File: config.mk
export PLATFORM = sky130hd
export DESIGN_NAME = r2b_converter
export DESIGN_NICKNAME = d
export VERILOG_FILES = /design/src/rtl/r2b_pkg.sv /design/src/rtl/r2b_bank.sv /design/src/rtl/r2b_converter.sv
export SDC_FILE = /design/constraint.sdc
export NUM_CORES = 1
export LEC_CHECK = 0
export CAP_MARGIN = 10
export CELL_PAD_IN_SITES_DETAIL_PLACEMENT = 1
export CELL_PAD_IN_SITES_GLOBAL_PLACEMENT = 2
export CORE_ASPECT_RATIO = 0.9
export CORE_UTILIZATION = 43
export CTS_CLUSTER_SIZE = 16
export DETAILED_ROUTE_END_ITERATION = 10
export PLACE_DENSITY_LB_ADDON = 0.2
export RECOVER_POWER = 100
export SETUP_SLACK_MARGIN = 0.02
export SYNTH_ARGS = -nofsm -noshare
export SYNTH_HDL_FRONTEND = slang
export SYNTH_SLANG_ARGS = --single-unit
File: constraint.sdc
create_clock -name clk -period 45.1 [get_ports clk]
set_input_delay 13.53 -clock clk [delete_from_list [all_inputs] [get_ports clk]]
set_output_delay 13.53 -clock clk [all_outputs]
set_load 0.01 [all_outputs]
File: src/rtl/r2b_pkg.sv
// r2b_pkg: shared types and index helpers for the row-to-block converter.
package r2b_pkg;

   typedef enum logic {
      FILL  = 1'b0,
      DRAIN = 1'b1
   } state_t;

   function automatic int blocks_per_band(input int col, input int bs);
      return col / bs;
   endfunction

   function automatic int beats_per_matrix(input int row, input int col,
                                           input int bs, input int nc);
      return ((row / bs) * (col / bs)) / nc;
   endfunction

   function automatic int lane_off(input int l, input int e,
                                   input int chunk, input int width);
      return (l * chunk + e) * width;
   endfunction

   function automatic int src_row(input int blk, input int e,
                                  input int col, input int bs);
      return (blk / blocks_per_band(col, bs)) * bs + e / bs;
   endfunction

   function automatic int src_col(input int blk, input int e,
                                  input int col, input int bs);
      return (blk % blocks_per_band(col, bs)) * bs + e % bs;
   endfunction

   function automatic int cnt_w(input int n);
      return (n > 1) ? $clog2(n) : 1;
   endfunction

endpackage

File: src/rtl/r2b_bank.sv
// r2b_bank: ROW x COL element store, one row written per cycle,
// one block-ordered beat gathered combinationally per read index.
module r2b_bank
   import r2b_pkg::*;
#(
   parameter int WIDTH      = 16,
   parameter int ROW        = 8,
   parameter int COL        = 6,
   parameter int BLOCK_SIZE = 2,
   parameter int CHUNK_SIZE = 4,
   parameter int NUM_CORES  = 2,
   localparam int BEATS = beats_per_matrix(ROW, COL, BLOCK_SIZE, NUM_CORES),
   localparam int RW    = cnt_w(ROW),
   localparam int BW    = cnt_w(BEATS),
   localparam int IW    = WIDTH * COL,
   localparam int OW    = WIDTH * CHUNK_SIZE * NUM_CORES
) (
   input  logic          clk,
   input  logic          rst,
   input  logic          we_i,
   input  logic [RW-1:0] wrow_i,
   input  logic [IW-1:0] wdata_i,
   input  logic [BW-1:0] rbeat_i,
   output logic [OW-1:0] rdata_o
);

   logic [IW-1:0] mem_q [ROW];

   always_ff @(posedge clk or posedge rst) begin
      if (rst) begin
         for (int r = 0; r < ROW; r++) mem_q[r] <= '0;
      end else if (we_i) begin
         mem_q[wrow_i] <= wdata_i;
      end
   end

   // Every output element is a static mux over beats of fixed cells.
   for (genvar l = 0; l < NUM_CORES; l++) begin : g_lane
      for (genvar e = 0; e < CHUNK_SIZE; e++) begin : g_elem
         logic [WIDTH-1:0] cand [BEATS];
         for (genvar k = 0; k < BEATS; k++) begin : g_beat
            localparam int BLK = k * NUM_CORES + l;
            localparam int SR  = src_row(BLK, e, COL, BLOCK_SIZE);
            localparam int SC  = src_col(BLK, e, COL, BLOCK_SIZE);
            assign cand[k] = mem_q[SR][SC*WIDTH +: WIDTH];
         end
         assign rdata_o[lane_off(l, e, CHUNK_SIZE, WIDTH) +: WIDTH] =
            cand[rbeat_i];
      end
   end

endmodule

File: src/rtl/r2b_converter.sv
// r2b_converter: row-major matrix in, block-ordered multi-core beats out.
// Define R2B_DBUF_EN for two ping-pong banks (fill overlaps drain).
module r2b_converter
   import r2b_pkg::*;
#(
   parameter int WIDTH      = 16,
   parameter int FRAC_WIDTH = 8,
   parameter int ROW        = 8,
   parameter int COL        = 6,
   parameter int BLOCK_SIZE = 2,
   parameter int CHUNK_SIZE = 4,
   parameter int NUM_CORES  = 2,
   localparam int IW = WIDTH * COL,
   localparam int OW = WIDTH * CHUNK_SIZE * NUM_CORES
) (
   input  logic          clk,
   input  logic          rst,
   input  logic          en,
   input  logic          in_valid,
   output logic          in_ready,
   input  logic [IW-1:0] in_data,
   output logic          out_valid,
   input  logic          out_ready,
   output logic [OW-1:0] out_data,
   output logic          done
);

   localparam int BEATS = beats_per_matrix(ROW, COL, BLOCK_SIZE, NUM_CORES);
   localparam int RW    = cnt_w(ROW);
   localparam int BW    = cnt_w(BEATS);
   localparam logic [RW-1:0] ROW_LAST  = RW'(ROW - 1);
   localparam logic [BW-1:0] BEAT_LAST = BW'(BEATS - 1);

   if (CHUNK_SIZE != BLOCK_SIZE * BLOCK_SIZE || FRAC_WIDTH > WIDTH) begin : g_cfg_err
      $error("r2b_converter: inconsistent parameters");
   end

   logic [RW-1:0] row_q, row_d;
   logic [BW-1:0] beat_q, beat_d;
   logic          done_q, done_d;

   always_ff @(posedge clk or posedge rst) begin
      if (rst) begin
         row_q  <= '0;
         beat_q <= '0;
         done_q <= 1'b0;
      end else begin
         row_q  <= row_d;
         beat_q <= beat_d;
         done_q <= done_d;
      end
   end

   assign done = done_q;

`ifdef R2B_DBUF_EN
   state_t        st_q [2];
   state_t        st_d [2];
   logic          wr_q, wr_d, rd_q, rd_d;
   logic [1:0]    we;
   logic [OW-1:0] rdata [2];

   always_ff @(posedge clk or posedge rst) begin
      if (rst) begin
         st_q[0] <= FILL;
         st_q[1] <= FILL;
         wr_q    <= 1'b0;
         rd_q    <= 1'b0;
      end else begin
         st_q <= st_d;
         wr_q <= wr_d;
         rd_q <= rd_d;
      end
   end

   // Write and read pointers always address different banks when both act.
   always_comb begin
      st_d      = st_q;
      wr_d      = wr_q;
      rd_d      = rd_q;
      row_d     = row_q;
      beat_d    = beat_q;
      done_d    = 1'b0;
      we        = '0;
      in_ready  = en && (st_q[wr_q] == FILL);
      out_valid = en && (st_q[rd_q] == DRAIN);
      if (in_ready && in_valid) begin
         we[wr_q] = 1'b1;
         row_d    = row_q + 1'b1;
         if (row_q == ROW_LAST) begin
            row_d       = '0;
            st_d[wr_q]  = DRAIN;
            wr_d        = ~wr_q;
         end
      end
      if (out_valid && out_ready) begin
         beat_d = beat_q + 1'b1;
         if (beat_q == BEAT_LAST) begin
            beat_d      = '0;
            st_d[rd_q]  = FILL;
            rd_d        = ~rd_q;
            done_d      = 1'b1;
         end
      end
   end

   for (genvar g = 0; g < 2; g++) begin : g_bank
      r2b_bank #(
         .WIDTH(WIDTH), .ROW(ROW), .COL(COL), .BLOCK_SIZE(BLOCK_SIZE),
         .CHUNK_SIZE(CHUNK_SIZE), .NUM_CORES(NUM_CORES)
      ) u_bank (
         .clk     (clk),
         .rst     (rst),
         .we_i    (we[g]),
         .wrow_i  (row_q),
         .wdata_i (in_data),
         .rbeat_i (beat_q),
         .rdata_o (rdata[g])
      );
   end

   assign out_data = rdata[rd_q];
`else
   state_t st_q, st_d;
   logic   we;

   always_ff @(posedge clk or posedge rst) begin
      if (rst) st_q <= FILL;
      else     st_q <= st_d;
   end

   always_comb begin
      st_d      = st_q;
      row_d     = row_q;
      beat_d    = beat_q;
      done_d    = 1'b0;
      we        = 1'b0;
      in_ready  = 1'b0;
      out_valid = 1'b0;
      unique case (st_q)
         FILL: begin
            in_ready = en;
            if (in_valid && en) begin
               we    = 1'b1;
               row_d = row_q + 1'b1;
               if (row_q == ROW_LAST) begin
                  row_d = '0;
                  st_d  = DRAIN;
               end
            end
         end
         DRAIN: begin
            out_valid = en;
            if (out_ready && en) begin
               beat_d = beat_q + 1'b1;
               if (beat_q == BEAT_LAST) begin
                  beat_d = '0;
                  st_d   = FILL;
                  done_d = 1'b1;
               end
            end
         end
      endcase
   end

   r2b_bank #(
      .WIDTH(WIDTH), .ROW(ROW), .COL(COL), .BLOCK_SIZE(BLOCK_SIZE),
      .CHUNK_SIZE(CHUNK_SIZE), .NUM_CORES(NUM_CORES)
   ) u_bank (
      .clk     (clk),
      .rst     (rst),
      .we_i    (we),
      .wrow_i  (row_q),
      .wdata_i (in_data),
      .rbeat_i (beat_q),
      .rdata_o (out_data)
   );
`endif

endmodule

==> impl_results.md, run 1 <==
- Status: complete, but fails checks
- Failing checks: DRC, capacitance limit, slew limit
- P_int: 0.002103 W
- Actual transition at the worst max-transition pin: 9.103 ns
- Slew headroom: -506.9%
- Final ANT Viol Nets: 0
- Wirelength per Cell: 25.64 um
- Final setup vio count: 0
- CTS tree: yes
- Largest net degree at the start of global routing: 176
- CP max stage cell: dlygate4sd3_1
- Ys Warns: 0
- Worst hold stages: 1
- HPWL Detailed: 52,680 um
- Worst clock skew: approximately 0.022 ns
- Worst Setup Start Kind: input port
- Pwr Total: 0.003144 W
- CTS Buf Count: 85
- Clock latency at the later pin of the worst-skew pair: between 0.6 and 0.7 ns
- Worst vdd ir: 0.03736 mV
- Critical R2R Capture: u_bank.g_lane[0].g_elem[3].cand[14]
- Max Slew Vio Count: ~1,800
- Pre-antenna DRT Iters: 8
- Total GRT Usage: between 20% and 30%
- CP Data Required Time: 31.57 ns
- Post-synthesis sequential area ratio: 55.97%
- Post-CTS Setup Bufs: 0
- Via density: 5.720
- Gpl congestion: 0.7223
- Reg2reg start: st_q
- Post-CTS Resized: 0
- CP max FO: 6
- Total Nets Final: between 2,000 and 3,000
- Die span in y: 271.5 um
- Register share of total power: 38.8%
- Worst Hold Launch: u_bank.g_lane[0].g_elem[2].cand[92]
- Reg-to-reg slack, setup: 37.85 ns
- Worst-path cell chain: dlygate4sd3_1 -> and2_0 -> dlygate4sd3_1
- Initial antenna violation count: 10
- Starting Density: between 40% and 50%
- R2R depth: 5
- WS Path Type: in2out
- H-tree depth: 3
- LEAKAGE: 18.04 nW
- Comb power frac: about 39%
- I/O Pins: 232
- Most frequent CP cell: dlygate4sd3_1
- Net Sw Power: 0.001040 W
- Worst hold slack: a little under 0.5 ns
- Minimum clock period: 28.53 ns
- FMAX: 35.06 MHz
- Clock share of power: between 20% and 30%
- First-pass GRT wire length: 149,900 um
- Die area: just over 80,000 um2
- Synth cell types: 29
- Num Clock Sinks: 776
- Row Count: roughly 100
- Fin. Hold Viols: 0
- Multi-input gate area: 14,500 um2
- WP data arrival: 15.00 ns
- CORE AREA: 79,700 um2
- Final Util: 50.83%
- PortBufs: 231
- Switching share of power: 33.09%
- Reg clk slew, reported paths: 0.06 ns
- Fillers: 7,713
- Vias in the first global route: about 24,000
- Max-cap violations: 32
- DRC: 28
- Hold Buf Count CTS: 0
- Mapped Avg Cell Area: 14.51 um2
- Die Width: around 300 um
- Final WL: 94,530 um
- Area Overhead vs Synth: 16.76%
- Seq cells post-synth: 776
- Initial drt markers: 1,120
- Seq. cell area: around 19,000 um2
- Post-synth net total: 2,494
- Layout cells sized above 1: 32.38%
- Clock tree buffer depth: 3
- Cells after Synth: 2,391
- Critical Path Max Stage Delay: between 0.6 and 0.7 ns
- Tightest Hold Check Type: reg2reg
- Total number of vias: about 21,000
- GRT overflow: 0
- Root Driver: clkbuf_16
- Period Utilization, post-route: 63.25%
- CP Capture Type: output port
- Fin Setup TNS: 0 ns
- RSZ-0062 raised after global routing: no
- PwrDens: 77.60 nW/um2
- Post-Syn Area: approximately 35,000 um2
- Hold Path End: u_bank.g_lane[0].g_elem[2].cand[92]
synthesized netlist by cell type (all sizes together):
master | n | share of area [%]
or3 | 1 | 0.018
nand2b | 4 | 0.072
nand4b | 1 | 0.025
mux2i | 256 | 7.4
and2 | 1 | 0.018
nor3 | 3 | 0.043
or4b | 2 | 0.058
mux2 | 897 | 29
buf | 87 | 1.3
a21o | 2 | 0.043
nand4 | 1 | 0.018
inv | 1 | 0.011
dfrtp | 776 | 56
o221ai | 128 | 3.2
nand3b | 1 | 0.058
a31oi | 1 | 0.018
nor2 | 4 | 0.043
clkbuf | 84 | 0.91
nand2 | 132 | 1.4
o21ai | 2 | 0.029
xnor2 | 1 | 0.025
nor3b | 2 | 0.072
nor2b | 1 | 0.018
or4 | 1 | 0.022
ha | 2 | 0.072
flip-flops by register name, indices dropped and copies added, names as in the netlist:
register,flops
done,1
u_bank.g_lane.g_elem.cand,768
st_q,1
beat_q,3
row_q,3
worst max-delay path by stage:
| stage | end | slack, ns | cells past startpoint | startpoint |
|---|---|---|---|---|
| floorplan | beat_q[0] | 9.79 | 1 | rst |
| global placement | out_valid | 16.71 | 3 | en |
| detailed placement | out_valid | 16.68 | 3 | en |
| CTS | out_valid | 16.68 | 3 | en |
| global route | u_bank.g_lane[1].g_elem[2].cand[36] | 13.89 | 4 | rst |
| finish | out_valid | 16.57 | 3 | en |
layout make-up:
| cell class | instances | area share [%] |
|---|---|---|
| clock inverter | 22 | 0.7844 |
| sequential | 776 | 47.94 |
| timing repair buffer | 266 | 6.136 |
| tap | 1050 | 3.243 |
| multi-input combinational | 1443 | 35.79 |
| clock buffer | 126 | 6.084 |
| antenna | 2 | 0.01235 |
| inverter | 1 | 0.01235 |
per-layer routing:
metal,up-vias,track usage (%),wire length [um]
li1,9146,-,-
met1,11438,33.12,43410
met2,322,37.99,45030
met3,157,4.154,3769
met4,20,6.639,2184
met5,-,0,130
critical path, delay by kind of cell:
family                 cells  cell delay [ns]
buffers and inverters      2             1.27
and+or+nand+nor            1             0.19
power groups by stage:
stage	Sequential [W]	Clock (W)	Combinational [W]
6_report	0.00122	0.000698	0.00123
5_1_grt	0.00126	0.000742	0.00132
3_3_place_gp	0.00120	0	0.00123
4_1_cts	0.00122	0.000717	0.00127
3_5_place_dp	0.00123	0	0.00126
2_1_floorplan	0.00115	0	0.000806
kinds of logic (layout without fill, tap and decap cells):
kind of cell | Yosys count | after routing | synth area share (%)
AOI/OAI and AO/OA | 133 | 133 | 3.321
xor gates and xnor gates | 1 | 1 | 0.02525
adders and majority gates | 2 | 2 | 0.07211
buffers and inverters | 172 | 415 | 2.225
DFF | 776 | 776 | 55.97
muxes | 1153 | 1153 | 36.50
other | 0 | 2 | 0
and+or+nand+nor | 154 | 154 | 1.893
through the flow:
step	setup WS (ns)	area, um2	instances
2_1_floorplan	9.785	34700	2391
3_3_place_gp	16.71	37920	3536
3_5_place_dp	16.68	37920	3536
4_1_cts	16.68	40700	3684
5_1_grt	13.89	40510	3684
6_report	16.57	40510	3686
cells in the final DEF (no fill, tap or decap), types with 12 or more instances in the layout:
| master | netlist | final |
|---|---|---|
| mux2_2 | 725 | 719 |
| clkdlybuf4s50_1 | 0 | 106 |
| dlygate4sd3_1 | 0 | 125 |
| clkbuf_8 | 0 | 12 |
| clkbuf_16 | 0 | 88 |
| mux2_1 | 172 | 178 |
| dfrtp_1 | 776 | 775 |
| o221ai_1 | 128 | 128 |
| mux2i_1 | 256 | 256 |
| clkbuf_1 | 84 | 53 |
| nand2_1 | 132 | 132 |
No activity file was read; power rests on OpenSTA's default activity.
==> run 2, diff against run 1 <==
Settings changed: CORE_UTILIZATION 43 to 39.
Clock period 45.1 ns to 23.1 ns, I/O delays scaled along.
==> run 2 against run 1 <==
  * The flow finishes with violations (capacitance limit, slew limit)
  * Global-route usage fell by 2.3 points
  * Utilization fell by 4.4 points
  * First-iteration DRC count fell by 22%
  * Non-clock buffer count fell by 2
  * Worst setup slack got worse by 11 ns
  * Register-to-register slack got worse by 23 ns
  * Worst hold slack got worse by 0.0010 ns
  * Sequential cell count did not move
  * Clock power rose by 100%
  * Critical path type is now reg2out
  * Highest routed layer unchanged
==> impl_results.md, run 2 (synthesis gave the netlist of run 1 again) <==
- Via density: between 5 and 6
- CTS tree: yes
- Reg clk slew, reported paths: 0.06 ns
- Dpl ws: 7.889 ns
- Fin Setup TNS: 0 ns
- Failing checks: capacitance limit, slew limit
- Setup crit start: beat_q[0]
- Crit path to: out_data[48]
- Fin. Hold Viols: 0
- Final WS setup: 5.827 ns
- Final setup vio count: 0
- Fillers: approximately 8,600
- Clock latency at the later pin of the worst-skew pair: 0.64 ns
- CORE AREA: 87,890 um2
- Die area: 90,160 um2
- Row Count: between 100 and 150
- Critical R2R Capture: u_bank.g_lane[1].g_elem[3].cand[17]
- WS Path Type: reg2out
- Post-CTS Resized: 0
- PwrDens: 150.8 nW/um2
- Gpl congestion: 0.7240
- Largest net degree at the start of global routing: 188
- Final Instance Area: approximately 41,000 um2
- Worst clock skew: roughly 0.017 ns
- PortBufs: between 200 and 250
- Number of cells after detailed placement: 3,639
- Post-CTS Setup Bufs: 0
- Root Driver: clkbuf_16
- P_int: 0.004127 W
- I/O Pins: 232
- RSZ-0062 raised after global routing: no
- LEAKAGE: 18.15 nW
- Hold Buf Count CTS: 0
- Wirelength per Cell: roughly 25 um
- Reg2reg start: st_q
- Register share of total power: 38.4%
- Switching share of power: 33.00%
- Num Clock Sinks: 776
- Max Slew Vio Count: 1,291
- Total Nets Final: 2,675
- Tightest Hold Check Type: reg2reg
- Die Width: 316.4 um
- GRT overflow: 0
- H-tree depth: 3
- CTS Buf Count: 86
- Total number of vias: roughly 21,000
- Slew headroom: -189.3%
- FMAX: ~58 MHz
- DRC: 0
- Period Utilization, post-route: approximately three quarters
- Actual transition at the worst max-transition pin: 4.339 ns
- Reg-to-reg slack, setup: 15.35 ns
- Area Overhead vs Synth: 17.71%
- Die span in y: 285.0 um
- Minimum clock period: 17.27 ns
- Final ANT Viol Nets: 0
- Commonest non-fill, non-tap cell in the layout: dfrtp_1
- Final Util: 46.47%
- CP Data Required Time: ~16 ns
- Net Sw Power: 0.002033 W
- R2R depth: 5
- Clock share of power: 23.0%
- Initial drt markers: 874
- Worst Setup Start Kind: flip-flop
- Commonest cells after routing, fill and taps aside: 775 x dfrtp_1, 724 x mux2_2, 256 x mux2i_1, 173 x mux2_1, 132 x nand2_1
- CP Capture Type: output port
- HPWL Detailed: 53,470 um
- WP data arrival: a little over 10 ns
- Starting Density: roughly two fifths
- Worst vdd ir: 0.09030 mV
- Finished Layout Cells: about 3,800
- First-pass GRT wire length: between 100,000 and 150,000 um
- Final WL: 95,370 um
- Placement Cell Area: 38,050 um2
- Status: complete, but fails checks
- Initial antenna violation count: 10
- Layout cells sized above 1: about 33%
- Pre-antenna DRT Iters: 4
- Clock tree buffer depth: 3
- Comb power frac: 38.6%
- Vias in the first global route: around 24,000
- Max-cap violations: 27
- Total GRT Usage: 21.45%
- Max reg flops: 768
- CP max FO: 54
[run 2: changes by cell type in the layout (fill, tap and decap cells not counted), moves of 2 or more]
cell and delta:
clkbuf_1 -12, clkbuf_8 +10, mux2_1 -5, mux2_2 +5, clkdlybuf4s50_1 -4, dlygate4sd3_1 +4
buf_4 +3, buf_12 +2, inv_6 +2
[run 2: metrics by stage]
stage               total power [W]  hold slack (ns)
global route               0.006531           0.4997
finish                     0.006161           0.4859
detailed placement         0.004868           0.4769
CTS                        0.006322           0.4909
global placement           0.004748           0.4679
floorplan                  0.003828           0.4585
[run 2: how the worst min path moves through the flow]
stage / from / end / slack (ns) / cells after the start
global placement: u_bank.g_lane[0].g_elem[0].cand[54] / u_bank.g_lane[0].g_elem[0].cand[54] / 0.47 / 1
detailed placement: u_bank.g_lane[0].g_elem[3].cand[83] / u_bank.g_lane[0].g_elem[3].cand[83] / 0.48 / 1
floorplan: u_bank.g_lane[0].g_elem[0].cand[48] / u_bank.g_lane[0].g_elem[0].cand[48] / 0.46 / 1
finish: u_bank.g_lane[0].g_elem[1].cand[84] / u_bank.g_lane[0].g_elem[1].cand[84] / 0.49 / 1
global route: u_bank.g_lane[0].g_elem[3].cand[83] / u_bank.g_lane[0].g_elem[3].cand[83] / 0.50 / 1
CTS: u_bank.g_lane[0].g_elem[1].cand[84] / u_bank.g_lane[0].g_elem[1].cand[84] / 0.49 / 1
[run 2: layout make-up]
type / instances / area, um2 / share of cell area (%)
inverter: 1 / 5.005 / 0.01225
tap: 1155 / 1445 / 3.538
clock buffer: 131 / 2584 / 6.326
multi-input combinational: 1443 / 14510 / 35.53
sequential: 776 / 19420 / 47.56
antenna: 2 / 5.005 / 0.01225
clock inverter: 24 / 347.8 / 0.8517
timing repair buffer: 264 / 2522 / 6.176
[run 2: routing by layer]
metal,wire (um),share of wire (%),track usage [%],vias to the layer above
li1,-,-,-,9140
met1,43690,46,29.46,11316
met2,45520,48,34.69,307
met3,3622,3.8,3.687,155
met4,2445,2.6,6.286,14
met5,97,0.10,0,-
[run 2: power by group through the flow]
stage / logic (W) / clock network (W) / registers [W]
after floorplan: 0.00157 / 0 / 0.00225
after global placement: 0.00242 / 0 / 0.00233
after detailed placement: 0.00248 / 0 / 0.00239
after CTS: 0.00249 / 0.00146 / 0.00237
after global routing: 0.00257 / 0.00151 / 0.00245
final: 0.00238 / 0.00142 / 0.00236
[run 2: worst max-delay path, cell delays in order, from the launching register on]
cell           delay [ns]
dfrtp_1              1.07
nor2_1               2.18
clkbuf_1             2.44
clkbuf_1             2.73
nand2_1              0.15
o221ai_1             0.31
dlygate4sd3_1        0.67
